[config.mk]
export PLATFORM = sky130hd
export DESIGN_NAME = fc_layer_ctrl
export DESIGN_NICKNAME = d
export VERILOG_FILES = /design/src/rtl/fc_pkg.sv /design/src/rtl/fc_issue_pipe.sv /design/src/rtl/fc_layer_ctrl.sv
export SDC_FILE = /design/constraint.sdc
export NUM_CORES = 1
export LEC_CHECK = 0
export CAP_MARGIN = 20
export CORE_ASPECT_RATIO = 1.25
export CORE_MARGIN = 2
export CORE_UTILIZATION = 56
export CTS_CLUSTER_SIZE = 30
export DETAILED_ROUTE_END_ITERATION = 6
export HOLD_SLACK_MARGIN = 0.03
export PLACE_DENSITY = 0.88
export SLEW_MARGIN = 5
export SYNTH_ARGS = -nofsm -noshare
export SYNTH_HDL_FRONTEND = slang
export SYNTH_SLANG_ARGS = --single-unit
[constraint.sdc]
create_clock -name clk_i -period 4.45 [get_ports clk_i]
set_clock_uncertainty 0.05 [all_clocks]
set_input_delay 0.89 -clock clk_i [delete_from_list [all_inputs] [get_ports clk_i]]
set_output_delay 0.89 -clock clk_i [all_outputs]
set_load 0.02 [all_outputs]
[src/rtl/fc_pkg.sv]
// Shared types and widths for the fully-connected layer sequencer.
// Default geometry matches the reference network: 10 neurons x 100 weights.
package fc_pkg;

  localparam int unsigned FC_NEURON_NUM   = 10;
  localparam int unsigned FC_WEIGHT_DIM   = 100;
  localparam int unsigned FC_READ_LATENCY = 1;

  // Address width for v entries, never narrower than one bit.
  function automatic int unsigned fc_width(input int unsigned v);
    return (v > 1) ? $clog2(v) : 1;
  endfunction

  localparam int unsigned FC_ROM_AW  = fc_width(FC_NEURON_NUM * FC_WEIGHT_DIM);
  localparam int unsigned FC_FEAT_AW = fc_width(FC_WEIGHT_DIM);
  localparam int unsigned FC_IDX_W   = fc_width(FC_NEURON_NUM);

  typedef enum logic [1:0] {
    StIdle    = 2'd0,
    StRun     = 2'd1,
    StDrain   = 2'd2,
    StWaitOut = 2'd3
  } fc_state_e;

  typedef struct packed {
    logic valid;
    logic first;
    logic last;
  } fc_issue_t;

endpackage

[src/rtl/fc_issue_pipe.sv]
// Delays the {valid, first, last} issue tag by the memory read latency so the
// MAC control lines up with the weight/feature data.
module fc_issue_pipe
  import fc_pkg::*;
#(
  parameter int unsigned Depth = 1
) (
  input  logic      clk_i,
  input  logic      rst_ni,
  input  fc_issue_t issue_i,
  output fc_issue_t issue_o
);

  fc_issue_t stage_q [Depth];

  always_ff @(posedge clk_i or negedge rst_ni) begin
    if (!rst_ni) begin
      for (int unsigned i = 0; i < Depth; i++) begin
        stage_q[i] <= '0;
      end
    end else begin
      stage_q[0] <= issue_i;
      for (int unsigned i = 1; i < Depth; i++) begin
        stage_q[i] <= stage_q[i-1];
      end
    end
  end

  assign issue_o = stage_q[Depth-1];

endmodule

[src/rtl/fc_layer_ctrl.sv]
// FC layer sequencer: walks the neuron-major weight ROM and the feature buffer
// in lockstep, drives latency-aligned MAC control and a per-neuron result handshake.
module fc_layer_ctrl
  import fc_pkg::*;
#(
  parameter int unsigned NEURON_NUM   = FC_NEURON_NUM,
  parameter int unsigned WEIGHT_DIM   = FC_WEIGHT_DIM,
  parameter int unsigned READ_LATENCY = FC_READ_LATENCY,
  localparam int unsigned RomAw  = fc_width(NEURON_NUM * WEIGHT_DIM),
  localparam int unsigned FeatAw = fc_width(WEIGHT_DIM),
  localparam int unsigned IdxW   = fc_width(NEURON_NUM)
) (
  input  logic              clk_i,
  input  logic              rst_ni,
  input  logic              start_i,
  output logic              busy_o,
  output logic              done_o,
  output logic              rom_en_o,
  output logic [RomAw-1:0]  rom_addr_o,
  output logic              feat_rd_en_o,
  output logic [FeatAw-1:0] feat_addr_o,
  output logic              mac_valid_o,
  output logic              mac_clear_o,
  output logic              mac_last_o,
  output logic              out_valid_o,
  output logic [IdxW-1:0]   out_idx_o,
  input  logic              out_ready_i
);

  localparam int unsigned       DrainW    = fc_width(READ_LATENCY + 1);
  localparam logic [FeatAw-1:0] KLast     = FeatAw'(WEIGHT_DIM - 1);
  localparam logic [IdxW-1:0]   NLast     = IdxW'(NEURON_NUM - 1);
  localparam logic [DrainW-1:0] DrainInit = DrainW'(READ_LATENCY);

  fc_state_e         state_q, state_d;
  logic [IdxW-1:0]   n_q, n_d;
  logic [FeatAw-1:0] k_q, k_d;
  logic [RomAw-1:0]  addr_q, addr_d;
  logic [DrainW-1:0] drain_q, drain_d;
  logic              busy_q, busy_d;
  logic              done_q, done_d;
  logic              issue_q, issue_d;
  logic              first_q, first_d;
  logic              last_q, last_d;
  logic              out_valid_q, out_valid_d;

  fc_issue_t         pipe_in, pipe_out;

  always_comb begin
    state_d = state_q;
    n_d     = n_q;
    k_d     = k_q;
    addr_d  = addr_q;
    drain_d = drain_q;
    done_d  = 1'b0;
    case (state_q)
      StIdle: begin
        if (start_i) begin
          state_d = StRun;
          n_d     = '0;
          k_d     = '0;
          addr_d  = '0;
        end
      end
      StRun: begin
        if (k_q == KLast) begin
          state_d = StDrain;
          drain_d = DrainInit;
        end else begin
          k_d    = k_q + FeatAw'(1);
          addr_d = addr_q + RomAw'(1);
        end
      end
      StDrain: begin
        drain_d = drain_q - DrainW'(1);
        if (drain_q == DrainW'(1)) begin
          state_d = StWaitOut;
        end
      end
      StWaitOut: begin
        if (out_ready_i) begin
          if (n_q == NLast) begin
            state_d = StIdle;
            done_d  = 1'b1;
          end else begin
            // The flat address sits on the previous neuron's last weight.
            state_d = StRun;
            n_d     = n_q + IdxW'(1);
            k_d     = '0;
            addr_d  = addr_q + RomAw'(1);
          end
        end
      end
      default: state_d = StIdle;
    endcase
  end

  // Strobes are decoded from the next state so every output comes from a flop.
  always_comb begin
    busy_d      = (state_d != StIdle);
    issue_d     = (state_d == StRun);
    first_d     = issue_d && (k_d == '0);
    last_d      = issue_d && (k_d == KLast);
    out_valid_d = (state_d == StWaitOut);
  end

  always_ff @(posedge clk_i or negedge rst_ni) begin
    if (!rst_ni) begin
      state_q     <= StIdle;
      n_q         <= '0;
      k_q         <= '0;
      addr_q      <= '0;
      drain_q     <= '0;
      busy_q      <= 1'b0;
      done_q      <= 1'b0;
      issue_q     <= 1'b0;
      first_q     <= 1'b0;
      last_q      <= 1'b0;
      out_valid_q <= 1'b0;
    end else begin
      state_q     <= state_d;
      n_q         <= n_d;
      k_q         <= k_d;
      addr_q      <= addr_d;
      drain_q     <= drain_d;
      busy_q      <= busy_d;
      done_q      <= done_d;
      issue_q     <= issue_d;
      first_q     <= first_d;
      last_q      <= last_d;
      out_valid_q <= out_valid_d;
    end
  end

  assign pipe_in = '{valid: issue_q, first: first_q, last: last_q};

  fc_issue_pipe #(
    .Depth (READ_LATENCY)
  ) u_issue_pipe (
    .clk_i   (clk_i),
    .rst_ni  (rst_ni),
    .issue_i (pipe_in),
    .issue_o (pipe_out)
  );

  assign busy_o       = busy_q;
  assign done_o       = done_q;
  assign rom_en_o     = issue_q;
  assign feat_rd_en_o = issue_q;
  assign rom_addr_o   = addr_q;
  assign feat_addr_o  = k_q;
  assign mac_valid_o  = pipe_out.valid;
  assign mac_clear_o  = pipe_out.first;
  assign mac_last_o   = pipe_out.last;
  assign out_valid_o  = out_valid_q;
  assign out_idx_o    = n_q;

endmodule
==> metrics.txt <==
# TYPE chip_impl_metric gauge
chip_impl_metric{name="core_footprint",unit="µm²"} 3140
chip_impl_metric{name="die-area",unit="µm²"} 3680
chip_impl_metric{name="antennaDiodeCount",unit=""} 0
chip_impl_metric{name="vias_in_the_first_global_route",unit=""} 1422
chip_impl_metric{name="postRouteAntennaNets",unit=""} 0
chip_impl_metric{name="final_hold_viol_count",unit=""} 0
chip_impl_metric{name="drtIter0Drc",unit=""} 40
chip_impl_metric{name="die_w",unit="µm"} 54.6
chip_impl_metric{name="final_layout_size_suffix_gt1_share",unit="%"} 10.3
chip_impl_metric{name="cp.required",unit="ns"} 4.59
chip_impl_info{name="worstPathCellList",value="clkdlybuf4s50_1, and2b_4, or4_4, a221o_1, or3_4, nor4b_2"} 1
chip_impl_info{name="mostFrequentLayoutCells",value="33 x sky130_fd_sc_hd__dfrtp_1, 32 x sky130_fd_sc_hd__clkdlybuf4s50_1, 15 x sky130_fd_sc_hd__nand2_1"} 1
chip_impl_info{name="endpoint",value="last_q"} 1
chip_impl_metric{name="tns",unit="ns"} 0
chip_impl_metric{name="post_synth_num_cell_types",unit=""} 51
chip_impl_metric{name="final-max-slew-violation-count",unit=""} 0
chip_impl_metric{name="multiInputGateArea",unit="µm²"} 897
chip_impl_info{name="regToRegStartpoint",value="state_q[0]"} 1
chip_impl_metric{name="io_pins",unit=""} 33
chip_impl_metric{name="ys_warn_count",unit=""} 0
chip_impl_metric{name="timing.critical_path.fanout_max",unit=""} 5
chip_impl_metric{name="power",unit="mW"} 1.29
chip_impl_metric{name="design_area",unit="µm²"} 2240
chip_impl_info{name="crit_slowest_cell",value="sky130_fd_sc_hd__or4_4"} 1
chip_impl_metric{name="wl_per_cell",unit="µm"} 15.6
chip_impl_metric{name="finalWorstPathRequiredPeriod",unit="ns"} 2.92
chip_impl_info{name="rr_endpoint",value="last_q"} 1
chip_impl_metric{name="setup_slack_of_the_worst_register_to_register_path",unit="ns"} 1.71
chip_impl_metric{name="routed-via-count",unit=""} 1516
chip_impl_metric{name="final.setup.worst_slack",unit="ns"} 1.53
chip_impl_info{name="cts_tree",value="yes"} 1
chip_impl_metric{name="synth_edf_count",unit=""} 0
chip_impl_metric{name="syn2layout_area_growth",unit="%"} 24.6
chip_impl_metric{name="gpl_wtd_cong",unit=""} 0.907
chip_impl_metric{name="total_nets_final",unit=""} 226
chip_impl_metric{name="drcViolationCount",unit=""} 0
chip_impl_metric{name="die_height",unit="µm"} 67.3
chip_impl_metric{name="clk_transition_reported_paths",unit="ns"} 0.06
chip_impl_metric{name="cts_made_buffers",unit=""} 5
chip_impl_metric{name="max_freq",unit="GHz"} 0.342
chip_impl_metric{name="critical_path.n_buffers_inverters",unit=""} 1
chip_impl_metric{name="postCtsSetupBuffers",unit=""} 0
chip_impl_metric{name="leakagePower",unit="nW"} 0.991
chip_impl_metric{name="grt_pass1_wl",unit="µm"} 6510
chip_impl_metric{name="drv.max_cap_violation_count",unit=""} 0
chip_impl_metric{name="place_ws",unit="ns"} 1.23
chip_impl_info{name="synth_flop_cell",value="sky130_fd_sc_hd__dfrtp_1"} 1
chip_impl_metric{name="port_bufs",unit=""} 32
chip_impl_metric{name="clock_path_buffers",unit=""} 2
chip_impl_info{name="cp-start-kind",value="input port"} 1
chip_impl_metric{name="postSynthRegisterBits",unit=""} 33
chip_impl_info{name="rsz_0062_raised_after_global_routing",value="false"} 1
chip_impl_metric{name="synth_async_sr_flop_share",unit="%"} 100
chip_impl_metric{name="fin_crit_sh",unit="%"} 65.6
chip_impl_metric{name="cts.hold.buffers_added",unit=""} 0
chip_impl_metric{name="worst-slew-pin-transition",unit="ns"} 0.507
chip_impl_info{name="dominant_delay_contributor_by_cell_family_on_the_critical_path",value="simple AND/OR/NAND/NOR gates"} 1
chip_impl_metric{name="synth.net_count",unit=""} 190
chip_impl_info{name="path_class",value="input port to flop"} 1
chip_impl_info{name="critPathLaunch",value="start_i"} 1
chip_impl_metric{name="synth-seq-area-share",unit="%"} 46.0
chip_impl_metric{name="h-tree-depth",unit=""} 2
chip_impl_metric{name="clkLatencyLatePin",unit="ns"} 0.28
chip_impl_metric{name="clock-sinks",unit=""} 33
chip_impl_metric{name="initial_core_util",unit="%"} 57.2
chip_impl_metric{name="cp_slowest_stage_delay",unit="ns"} 0.52
chip_impl_metric{name="post_synth_instance_area",unit="µm²"} 1790
chip_impl_metric{name="number_of_rows_in_the_core_area",unit=""} 23
chip_impl_metric{name="cp_data_arrival_time",unit="ns"} 3.06
chip_impl_info{name="status",value="finished clean"} 1
chip_impl_metric{name="syn-mean-instance-area",unit="µm²"} 10.1
chip_impl_info{name="endpoint_kind",value="flop"} 1
chip_impl_metric{name="area.sequential",unit="µm²"} 826
chip_impl_metric{name="placed_cell_area",unit="µm²"} 2150
chip_impl_info{name="min_path_type",value="flop to flop"} 1
chip_impl_metric{name="avgViaCountPerCell",unit=""} 6.04
chip_impl_metric{name="power_per_standard_cell_area",unit="nW/µm²"} 575
chip_impl_info{name="final_common_cell",value="sky130_fd_sc_hd__dfrtp_1"} 1
chip_impl_metric{name="largest_net_degree_at_the_start_of_global_routing",unit=""} 34
chip_impl_metric{name="max_slew_margin",unit="%"} 65.3
chip_impl_metric{name="cts_resized",unit=""} 0
chip_impl_metric{name="route.final.wire_length",unit="µm"} 3930
chip_impl_metric{name="grtUsageTotal",unit="%"} 24.8
chip_impl_metric{name="antenna_found_initial",unit=""} 0
chip_impl_metric{name="vdd_ir_drop_max",unit="mV"} 0.511
chip_impl_metric{name="ff2ff_path_depth",unit=""} 6
chip_impl_metric{name="hpwl",unit="µm"} 2910
chip_impl_metric{name="timing.critical_path.depth",unit=""} 6
chip_impl_metric{name="grt-ovfl-total",unit=""} 0
chip_impl_metric{name="drt-pass1-iter-count",unit=""} 4
chip_impl_metric{name="syn_inst",unit=""} 178
chip_impl_info{name="root_buffer",value="sky130_fd_sc_hd__clkbuf_8"} 1
chip_impl_metric{name="fill_cells",unit=""} 225
chip_impl_metric{name="final-setup-viol-count",unit=""} 0
sequential cells by signal, summed over array words and instances, names as in the netlist:
name                  cells
feat_rd_en_o              1
out_idx_o                 4
state_q                   2
rom_addr_o               10
out_valid_o               1
drain_q                   1
u_issue_pipe.issue_o      3
busy_o                    1
last_q                    1
feat_addr_o               7
done_o                    1
first_q                   1
kinds of logic (layout without fill, tap and decap cells):
| family | after synthesis | in the layout | synth area share (%) |
|---|---|---|---|
| buffers and inverters | 16 | 52 | 3.97 |
| adders and majority gates | 8 | 8 | 5.58 |
| and+or+nand+nor | 76 | 76 | 25.0 |
| AOI/OAI and AO/OA | 34 | 34 | 13.9 |
| DFF | 33 | 33 | 46.0 |
| xor gates and xnor gates | 9 | 9 | 4.39 |
| muxes | 2 | 2 | 1.12 |
cell usage after synthesis (all sizes together), types with 2 or more instances:
cell	instances	area, µm²
ha	8	100
and4	3	26.3
or4	2	18.8
o211ai	4	30.0
a221o	3	32.5
o21a	2	15.0
nor2	14	52.6
a22o	2	20.0
nor4b	2	30.0
nand4	5	31.3
dfrtp	33	826
a21oi	3	15.0
o31a	2	17.5
nor3	4	20.0
o21ai	9	45.0
buf	2	18.8
mux2i	2	20.0
xor2	9	78.8
clkbuf	4	15.0
nand2b	3	18.8
or3	2	17.5
and2	4	26.3
nor4	2	12.5
and3	2	12.5
inv	10	37.5
or2	2	12.5
nor3b	2	15.0
nand3	8	40.0
nand2	15	56.3
nor2b	2	15.0
worst min-delay path by stage:
stage / slack (ns) / startpoint / endpoint / cells after the start
global route: 0.31 / first_q / u_issue_pipe.issue_o[1] / 0
global placement: 0.30 / last_q / u_issue_pipe.issue_o[0] / 0
floorplan: 0.28 / last_q / u_issue_pipe.issue_o[0] / 0
detailed placement: 0.29 / first_q / u_issue_pipe.issue_o[1] / 0
CTS: 0.30 / first_q / u_issue_pipe.issue_o[1] / 0
finish: 0.30 / first_q / u_issue_pipe.issue_o[1] / 0
stage by stage:
stage	hold WS (ns)	std cells	utilization, %
after global placement	0.296	244	68.5
after global routing	0.309	251	71.3
after floorplan	0.281	178	-
final	0.297	251	71.3
after CTS	0.300	251	71.3
after detailed placement	0.286	244	68.5
report_power, final:
group,total (mW),switching [mW],internal [mW]
Sequential,0.432,0.0682,0.364
Clock,0.223,0.100,0.123
Combinational,0.631,0.373,0.258
Total,1.29,0.542,0.745
cell type report:
| class | instances | area share, % |
|---|---|---|
| clock buffers | 7 | 3.86 |
| well taps | 37 | 2.07 |
| inverters | 10 | 1.68 |
| repair buffers | 35 | 15.3 |
| multi-input cells | 129 | 40.1 |
| flip-flops and latches | 33 | 36.9 |
worst register-to-register path: cells and delay by family (launching register included):
| kind | cells | cell delay, ns |
|---|---|---|
| simple gates | 4 | 1.46 |
| compound gates | 1 | 0.33 |
| fa+ha+maj | 1 | 0.34 |
| flops | 1 | 0.46 |
metal layers:
metal	wire, µm	GRT usage (%)
met5	0	0
met4	52	8.75
met3	205	7.30
met2	2080	40.8
met1	1590	30.3
Power figures use the tool's default switching activity.
